### src/rtl/inst_encoder.sv
// rtl/inst_encoder.sv - encodes operations into MIPS words and writes them sequentially to instruction memory
module inst_encoder #(
  parameter int ADDR_W    = 8,
  parameter int BASE_ADDR = 0
) (
  input  logic              clk,
  input  logic              rst,
  input  logic              start,
  input  logic              in_valid,
  output logic              in_ready,
  input  logic [3:0]        mnem,
  input  logic [4:0]        rd,
  input  logic [4:0]        rs,
  input  logic [4:0]        rt,
  input  logic [15:0]       imm,
  input  logic [31:0]       target,
  input  logic              last,
  output logic              mem_we,
  output logic [ADDR_W-1:0] mem_addr,
  output logic [31:0]       mem_wdata,
  output logic              busy,
  output logic              done,
  output logic              err,
  output logic [1:0]        err_code,
  output logic [ADDR_W:0]   count
);

  typedef enum logic [2:0] {IDLE, RUN, ENC, WR, DONE, ERR} state_t;

  localparam logic [ADDR_W-1:0] BASE    = ADDR_W'(BASE_ADDR);
  localparam logic [ADDR_W-1:0] PTR_MAX = '1;
  localparam logic [ADDR_W-1:0] PTR_ONE = ADDR_W'(1);
  localparam logic [ADDR_W:0]   CNT_ONE = (ADDR_W+1)'(1);

  state_t            state, nxt;
  logic [ADDR_W-1:0] ptr;
  logic [ADDR_W:0]   cnt;
  logic [3:0]        mnem_q;
  logic [4:0]        rd_q, rs_q, rt_q;
  logic [15:0]       imm_q;
  logic [31:0]       tgt_q;
  logic              last_q;
  logic [31:0]       wdata_q;
  logic [ADDR_W-1:0] addr_q;
  logic              done_q, err_q;
  logic [1:0]        code_q;

  logic [31:0] pc, pc4, diff, word;
  logic        algn_bad, jmp_bad, br_ok, illegal, tgt_bad, restart;

  assign pc  = 32'(ptr) << 2;
  assign pc4 = pc + 32'd4;
  // pc4 is word aligned, so the low bits of diff are exactly target[1:0]
  assign diff     = tgt_q - pc4;
  assign algn_bad = |diff[1:0];
  assign jmp_bad  = tgt_q[31:28] != pc4[31:28];
  assign br_ok    = (&diff[31:17]) | ~(|diff[31:17]);

  always_comb begin
    word    = '0;
    illegal = 1'b0;
    tgt_bad = 1'b0;
    case (mnem_q)
      4'd0:  word = {6'd0, rs_q, rt_q, rd_q, 5'd0, 6'd32};
      4'd1:  word = {6'd0, rs_q, rt_q, rd_q, 5'd0, 6'd34};
      4'd2:  word = {6'd0, rs_q, rt_q, rd_q, 5'd0, 6'd42};
      4'd3:  word = {6'd0, rs_q, 15'd0, 6'd8};
      4'd4:  word = {6'd8, rs_q, rt_q, imm_q};
      4'd5:  word = {6'd10, rs_q, rt_q, imm_q};
      4'd6:  word = {6'd35, rs_q, rt_q, imm_q};
      4'd7:  word = {6'd43, rs_q, rt_q, imm_q};
      4'd8: begin
        word    = {6'd2, tgt_q[27:2]};
        tgt_bad = algn_bad | jmp_bad;
      end
      4'd9: begin
        word    = {6'd3, tgt_q[27:2]};
        tgt_bad = algn_bad | jmp_bad;
      end
      4'd10: begin
        word    = {6'd4, rs_q, rt_q, diff[17:2]};
        tgt_bad = algn_bad | ~br_ok;
      end
      4'd11: begin
        word    = {6'd5, rs_q, rt_q, diff[17:2]};
        tgt_bad = algn_bad | ~br_ok;
      end
      default: illegal = 1'b1;
    endcase
  end

  assign restart = start & (state == IDLE || state == DONE || state == ERR);

  always_comb begin
    nxt = state;
    case (state)
      IDLE, DONE, ERR: if (start) nxt = RUN;
      RUN:             if (in_valid) nxt = ENC;
      ENC:             nxt = (illegal || tgt_bad) ? ERR : WR;
      WR: begin
        if (last_q)              nxt = DONE;
        else if (ptr == PTR_MAX) nxt = ERR;
        else                     nxt = RUN;
      end
      default:         nxt = IDLE;
    endcase
  end

  always_ff @(posedge clk) begin
    if (!rst) begin
      state   <= IDLE;
      ptr     <= BASE;
      cnt     <= '0;
      mnem_q  <= '0;
      rd_q    <= '0;
      rs_q    <= '0;
      rt_q    <= '0;
      imm_q   <= '0;
      tgt_q   <= '0;
      last_q  <= 1'b0;
      wdata_q <= '0;
      addr_q  <= '0;
      done_q  <= 1'b0;
      err_q   <= 1'b0;
      code_q  <= '0;
    end else begin
      state <= nxt;
      if (restart) begin
        ptr    <= BASE;
        cnt    <= '0;
        done_q <= 1'b0;
        err_q  <= 1'b0;
        code_q <= '0;
      end
      if (state == RUN && in_valid) begin
        mnem_q <= mnem;
        rd_q   <= rd;
        rs_q   <= rs;
        rt_q   <= rt;
        imm_q  <= imm;
        tgt_q  <= target;
        last_q <= last;
      end
      if (state == ENC) begin
        wdata_q <= word;
        addr_q  <= ptr;
        if (illegal) begin
          err_q  <= 1'b1;
          code_q <= 2'd1;
        end else if (tgt_bad) begin
          err_q  <= 1'b1;
          code_q <= 2'd2;
        end
      end
      if (state == WR) begin
        cnt <= cnt + CNT_ONE;
        // the top word is still written, but the pointer parks there instead of wrapping
        if (ptr != PTR_MAX) ptr <= ptr + PTR_ONE;
        if (last_q) begin
          done_q <= 1'b1;
        end else if (ptr == PTR_MAX) begin
          err_q  <= 1'b1;
          code_q <= 2'd3;
        end
      end
    end
  end

  assign in_ready  = (state == RUN);
  assign mem_we    = (state == WR);
  assign busy      = (state == RUN) || (state == ENC) || (state == WR);
  assign mem_addr  = addr_q;
  assign mem_wdata = wdata_q;
  assign done      = done_q;
  assign err       = err_q;
  assign err_code  = code_q;
  assign count     = cnt;

endmodule

### config.mk
export PLATFORM = sky130hd
export DESIGN_NAME = inst_encoder
export DESIGN_NICKNAME = d
export VERILOG_FILES = /design/src/rtl/inst_encoder.sv
export SDC_FILE = /design/constraint.sdc
export NUM_CORES = 1
export LEC_CHECK = 0
export ABC_AREA = 1
export CORE_MARGIN = 2
export CORE_UTILIZATION = 50
export CTS_BUF_LIST = sky130_fd_sc_hd__clkbuf_16
export DETAILED_ROUTE_END_ITERATION = 10
export GPL_TIMING_DRIVEN = 0
export PLACE_DENSITY = 0.77
export SLEW_MARGIN = 40
export SYNTH_ARGS = -nofsm -noshare
export SYNTH_HDL_FRONTEND = slang
export SYNTH_SLANG_ARGS = --single-unit
### constraint.sdc
create_clock -name clk -period 3.27 [get_ports clk]
set_input_delay 0.654 -clock clk [delete_from_list [all_inputs] [get_ports clk]]
set_output_delay 0.654 -clock clk [all_outputs]
set_load 0.1 [all_outputs]
Yosys cells after proc, flatten, opt, wreduce, memory -nomap -nowiden
Index checks and enable logic that the tools add are counted.
{ "op_classes": {"muxes": 31, "n_bitwise": 6, "add_sub_neg": 4, "eq_ne": 21, "n_reduce_logical": 17} }
{ "op_table": {"columns": ["cell", "n"], "rows": [
  ["$pmux 32 s12", 1],
  ["$sub 32x11->32", 1],
  ["$mux 8", 3],
  ["$mux 9", 2],
  ["$eq 4x3->1 const B", 4],
  ["$eq 4x4->1 const B", 4],
  ["$mux 3", 5],
  ["$reduce_and 15->1", 1],
  ["$reduce_or 15->1", 1],
  ["$mux 2", 7],
  ["$pmux 3 s4", 1],
  ["$reduce_or 12->1", 1],
  ["$add 10x3->11 const B", 1],
  ["$mux 1", 11],
  ["$add 9x1->9 const B", 1],
  ["$add 8x1->8 const B", 1],
  ["$eq 4x2->1 const B", 2],
  ["$eq 8x8->1 const B", 1],
  ["$ne 8x8->1 const B", 1],
  ["$eq 3x2->1 const B", 2],
  ["$eq 3x3->1 const B", 2],
  ["$reduce_or 2->1", 3],
  ["$logic_or 1x1->1", 5],
  ["$eq 4x1->1 const B", 1],
  ["other kinds (13)", 17]
]} }
{ "word_totals": {"output_inout_bits": 56, "register_bits": 132, "inputBits": 72, "word_cells": 94} }

Depth between registers and ports, before layout
Gate-level depths: netlist (run 1).
{ "depth": {"depth_word": 14, "depth_mapped": 25, "ltp_nobuf": 25} }

Least setup slack after synthesis (run 1)
No wires, ideal clock.
{ "synth_path": {"path_type": "register to register", "startpoint": "register state[0]", "endpoint": "register mnem_q[0]", "path_stages_with_launch": 11, "required_ns": 3.205, "arrival_ns": 3.021, "slack_ns": 0.184, "n_path_buf": 2, "setup_time_ns": 0.065, "synth_period_minus_slack_ns": 3.086, "path_cell_list": "dfxtp_1 -> inv_1 -> nor2_1 -> inv_1 -> nor2_1 -> nand2_1 -> inv_1 -> buf_2 -> buf_2 -> nor2_1 -> nor2_1"} }
{ "synth_between": {"elab_chain_len": 2} }
{ "synth_lines": {"columns": ["element", "line", "rtl"], "rows": [
  ["from (decl)", "35", "state_t state, nxt;"],
  ["from (signal assigned)", "127", "state <= nxt;"],
  ["$eq 3x1->1", null, null],
  ["via in_ready", "10", "output logic in_ready,"],
  ["$logic_and 1x1->1", "135", "if (state == RUN && in_valid) begin"],
  ["to (signal assigned)", "136", "mnem_q <= mnem;"],
  ["to (decl)", "38", "logic [3:0] mnem_q;"]
]} }
The timed path passes the listed nets, and every way through them passes these cells.
A chain may end at the register's enable or synchronous reset.

Final worst setup path (run 1)
{ "layout_path": {"startpoint": "register ptr[7]", "endpoint": "register code_q[1] (netlist: err_code[1])"} }
{ "layout_between": {"elab_chain_len": 14, "word_cells_on_any_way": 16, "cone_classes": "add/sub: 2; eq/ne: 1; mux: 7; bitwise: 4; reduce/logical: 2"} }
{ "layout_lines": {"columns": ["element", "line", "rtl"], "rows": [
  ["from (decl)", "36", "logic [ADDR_W-1:0] ptr;"],
  ["from (signal assigned)", "158", "if (ptr != PTR_MAX) ptr <= ptr + PTR_ONE;"],
  ["$add 10x3->11", "52", "assign pc4 = pc + 32'd4;"],
  ["$sub 32x11->32", "54", "assign diff = tgt_q - pc4;"],
  ["$reduce_or 15->1", "57", "assign br_ok = (&diff[31:17]) | ~(|diff[31:17]);"],
  ["$not 1->1", "57", null],
  ["$or 1x1->1", "57", null],
  ["$not 1->1", "82, 86", null],
  ["$or 1x1->1", "82, 86", null],
  ["$pmux 1 s2", "63", "case (mnem_q)"],
  ["$mux 2", "150", "end else if (tgt_bad) begin"],
  ["$mux 2", "147", "if (illegal) begin"],
  ["$mux 2", "144", "if (state == ENC) begin"],
  ["$mux 2", "161", "end else if (ptr == PTR_MAX) begin"],
  ["$mux 2", "159", "if (last_q) begin"],
  ["$mux 2 (*)", "155", "if (state == WR) begin"],
  ["to (signal assigned)", "149", "code_q <= 2'd1;"],
  ["to (signal assigned)", "152", "code_q <= 2'd2;"],
  ["to (signal assigned)", "163", "code_q <= 2'd3;"],
  ["to (decl)", "46", "logic [1:0] code_q;"]
]} }
Mark *: on every way between the ends. The rest lies on a longest branch, timed or not.

==> results.toml, run 1 <==
[setup_path]
start_kind = "flip-flop"
cp-end-kind = "flip-flop"
max_stage_delay_ns = 0.48
reg2reg_to = "err_code[1]"
crit_type = "reg -> reg"
timing.rr.start = "ptr[7]"
crit_fanout = 5
crit_top_cell = "nand2_1"
required_ns = 3.55
arrival_ns = 3.27
cp_slowest_cell = "dfxtp_1"
reg2reg_depth = 23
cp_cell_sequence = "ha_1 > inv_1 > ha_1 > nand2_2 > inv_1 > nand2_1 > nand2_1 > inv_1 > nand3_2 > nand2_1 > nand2_1 > nand2_1 > nand2_1 > nor2_1 > nand2_1 > nor2_1 > nand2_1 > nand3_2 > nand2_2 > nand3_4 > nand2_1 > nand2_1 > a21oi_2"
r2r_slack_ns = 0.28

[sta]
clock_skew_ns = 0.007722
hold_viol = 0
slew_headroom = 0.4724
setup-violations-final = 0
finalCriticalPeriod_ns = 2.990
fin_tns_setup_ns = 0
fin_ws_ns = 0.2803
finalCritPeriodShare = 0.9143
max_freq_ghz = 0.3345
worst_pin_slew_ns = 0.7884
slew_viol_final = 0
rsz0062_at_grt = "no"

[cts]
h-tree-depth = 4
clk_pin_slew_ns = 0.06
cts.sinks = 131
hold_buffers = 0
cts_buffer_depth = 2
cts_buffers = 17
root_buffer = "clkbuf_16"
post_cts_buffers = 0
postCtsResizedCells = 0
clk_latency_ns = 0.43
cts_tree = "built"

[synth]
synthFlopType = "dfxtp_1"
netlist_area_um2 = 6964
synth_area_per_cell_um2 = 6.614
synth_top_area_frac = 0.3766
synth_xor_area_frac = 0.007546
synth_warnings = 0
ys_async_sr_fraction = 0
synth-seq-area-share = 0.3766
ys_top_cells_by_area = "dfxtp_1 (38%), nand2_1 (14%), o21ai_0 (7.9%)"
synth_top_family_by_area = "simple AND/OR/NAND/NOR gates"
ys_seq_elements = 131
synth_edf_count = 0
yosysMostFrequentCell = "nand2_1"
synth_compound_area_frac = 0.1992
synthCells = 1053
synthAdderAreaFrac = 0.03593
synthSimpleGateAreaFrac = 0.2866
syn_nets = 1145
synth_common_cells = "nand2_1 (253), dfxtp_1 (131), nor2_1 (130)"
synth_cell_types = 41
synthMuxAreaShare = 0
yosysTopAreaCell = "dfxtp_1"

[routing]
avgViaCountPerCell = 5.503
drt-total-wl_um = 22960
wl_per_cell_um = 16.50
dr.pass1.iters = 7
via_count = 7655
route.detailed.drc = 0
ant_nets = 0
drt-initial-drc-count = 688

[grt]
grt_use_met2 = 0.5014
grt_usage = 0.3151
grt_pass1_vias = 7130
antenna_found_initial = 0
top_usage_layer = "met2"
gr-usage-met3 = 0.07210
grt_pass1_wl_um = 35910
grt-ovfl-total = 0
grt_max_degree = 17
use_met1 = 0.4115

[layout]
drive_gt1_frac = 0.1107
regArea_um2 = 2623
area_growth_pct = 25.98
antennaDiodeCount = 0
num-nets-final = 1290
n_fill_cell = 1306
multi_input_area_um2 = 3690

[placed_design]
hpwl_um = 17320
gp_congestion = 0.9721
port_buffers = 126
place_ws_ns = 0.3368

[floorplanning]
design.core.area_um2 = 13720
dieArea_um2 = 14890
rows = 43
fp.dieW_um = 122.0
fp.dieH_um = 122.0
ioPinCount = 128
start_util = 0.5076

[hold_path]
hold_depth = 2
hold_class = "reg -> reg"
hold-path-endpoint = "rt_q[1]"
worstHoldStart = "rt_q[1]"

[status]
outcome = "finished clean"

[run]
cap_viol_max_count = 0

[power_and_ir_drop]
vdd_drop_max_uv = 448.3
power.density_nw_per_um2 = 808.1
p_leak_nw = 3.853
## metal layers
layer  wire length, µm  part of all wire
met5                 0                 0
met4               731             0.032
met3              2223             0.097
met2             10510              0.46
met1              9489              0.41
## placed cells by master, fill, tap and decap left out, types with 6 or more instances in the layout
cell type        synthesis  routed
nand2_1                253     253
dfxtp_1                131     131
nor2_1                 130     130
inv_1                  114     116
o21ai_0                110     110
a21oi_1                101     101
clkdlybuf4s50_1          0      71
buf_2                    2      57
clkbuf_1                38      38
nand3_1                 33      33
ha_1                    20      20
clkbuf_16                0      17
nand4_1                 16      16
inv_2                   13      13
nand2_2                 11      11
nor3_1                   8       8
a22oi_1                  8       8
nor2_2                   6       6
o22ai_1                  6       6
o2111ai_1                6       6
clkinv_2                 0       6
## cell families after synthesis
logic type / after synthesis
buffers and inverters: 171
AO/OA/AOI/OAI: 253
flip-flops: 131
AND/OR/NAND/NOR: 471
XOR/XNOR: 6
adder cells (fa/ha/maj): 20
other: 1
## per-stage QoR
stage	hold WS (ns)	instances	util	power (mW)	instance area (µm²)
2_1_floorplan	0.4303	1053	-	4.284	6964
3_3_place_gp	0.4401	1359	0.6160	5.059	8451
3_5_place_dp	0.4473	1359	0.5959	5.065	8175
4_1_cts	0.4546	1391	0.6395	7.032	8773
5_1_grt	0.4711	1391	0.6395	7.514	8773
6_report	0.4533	1391	0.6395	7.090	8773
## worst max path at each step
stage,start,endpoint,slack (ns),cells past startpoint
after floorplan,state[0],mnem_q[0],0.18,10
after global placement,state[0],mem_we,0.16,6
after detailed placement,ptr[7],err_code[1],0.34,23
after CTS,ptr[1],err_code[1],0.31,24
after global routing,ptr[2],err_code[1],0.03,23
final,ptr[7],err_code[1],0.28,23
## power breakdown
group / internal, mW / switching (mW)
clock: 1.25 / 0.717
combinational: 0.907 / 2.25
sequential: 1.81 / 0.147
total: 3.97 / 3.12
## critical path: cells and delay by family (launching register included)
family | cells | cell delay, ns
compound gates | 1 | 0.05
fa+ha+maj | 2 | 0.58
buf+inv | 3 | 0.21
flops | 1 | 0.48
simple gates | 17 | 1.53
## registers in the layout, indices dropped and copies added (netlist names), 5 cells and up
name and cells:
count 9, imm_q 16, mem_addr 8, mem_wdata 31, ptr 8, rd_q 5
rs_q 5, rt_q 5, tgt_q 32
## cell type report
class,count,area share
Buffer,43,0.01954
Multi-Input combinational cell,751,0.4206
Clock inverter,15,0.01968
Tap cell,180,0.02567
Inverter,128,0.05476
Timing Repair Buffer,126,0.1124
Sequential cell,131,0.2989
Clock buffer,17,0.04849
No activity file was read; power rests on OpenSTA's default activity.
==> run 2: changes to the inputs <==
--- a/config.mk
+++ b/config.mk
@@ -12,6 +12,7 @@
 export DETAILED_ROUTE_END_ITERATION = 10
 export GPL_TIMING_DRIVEN = 0
 export PLACE_DENSITY = 0.77
+export SETUP_SLACK_MARGIN = 0.02
 export SLEW_MARGIN = 40
 export SYNTH_ARGS = -nofsm -noshare
 export SYNTH_HDL_FRONTEND = slang
==> results of run 2 <==
Final layout, timing and power as in run 1 (identical DEF).
==> run 3: changes to the inputs <==
--- a/config.mk
+++ b/config.mk
@@ -17,3 +17,4 @@
 export SYNTH_ARGS = -nofsm -noshare
 export SYNTH_HDL_FRONTEND = slang
 export SYNTH_SLANG_ARGS = --single-unit
+export TNS_END_PERCENT = 20
==> results of run 3 <==
Final layout, timing and power as in run 1 (identical DEF).
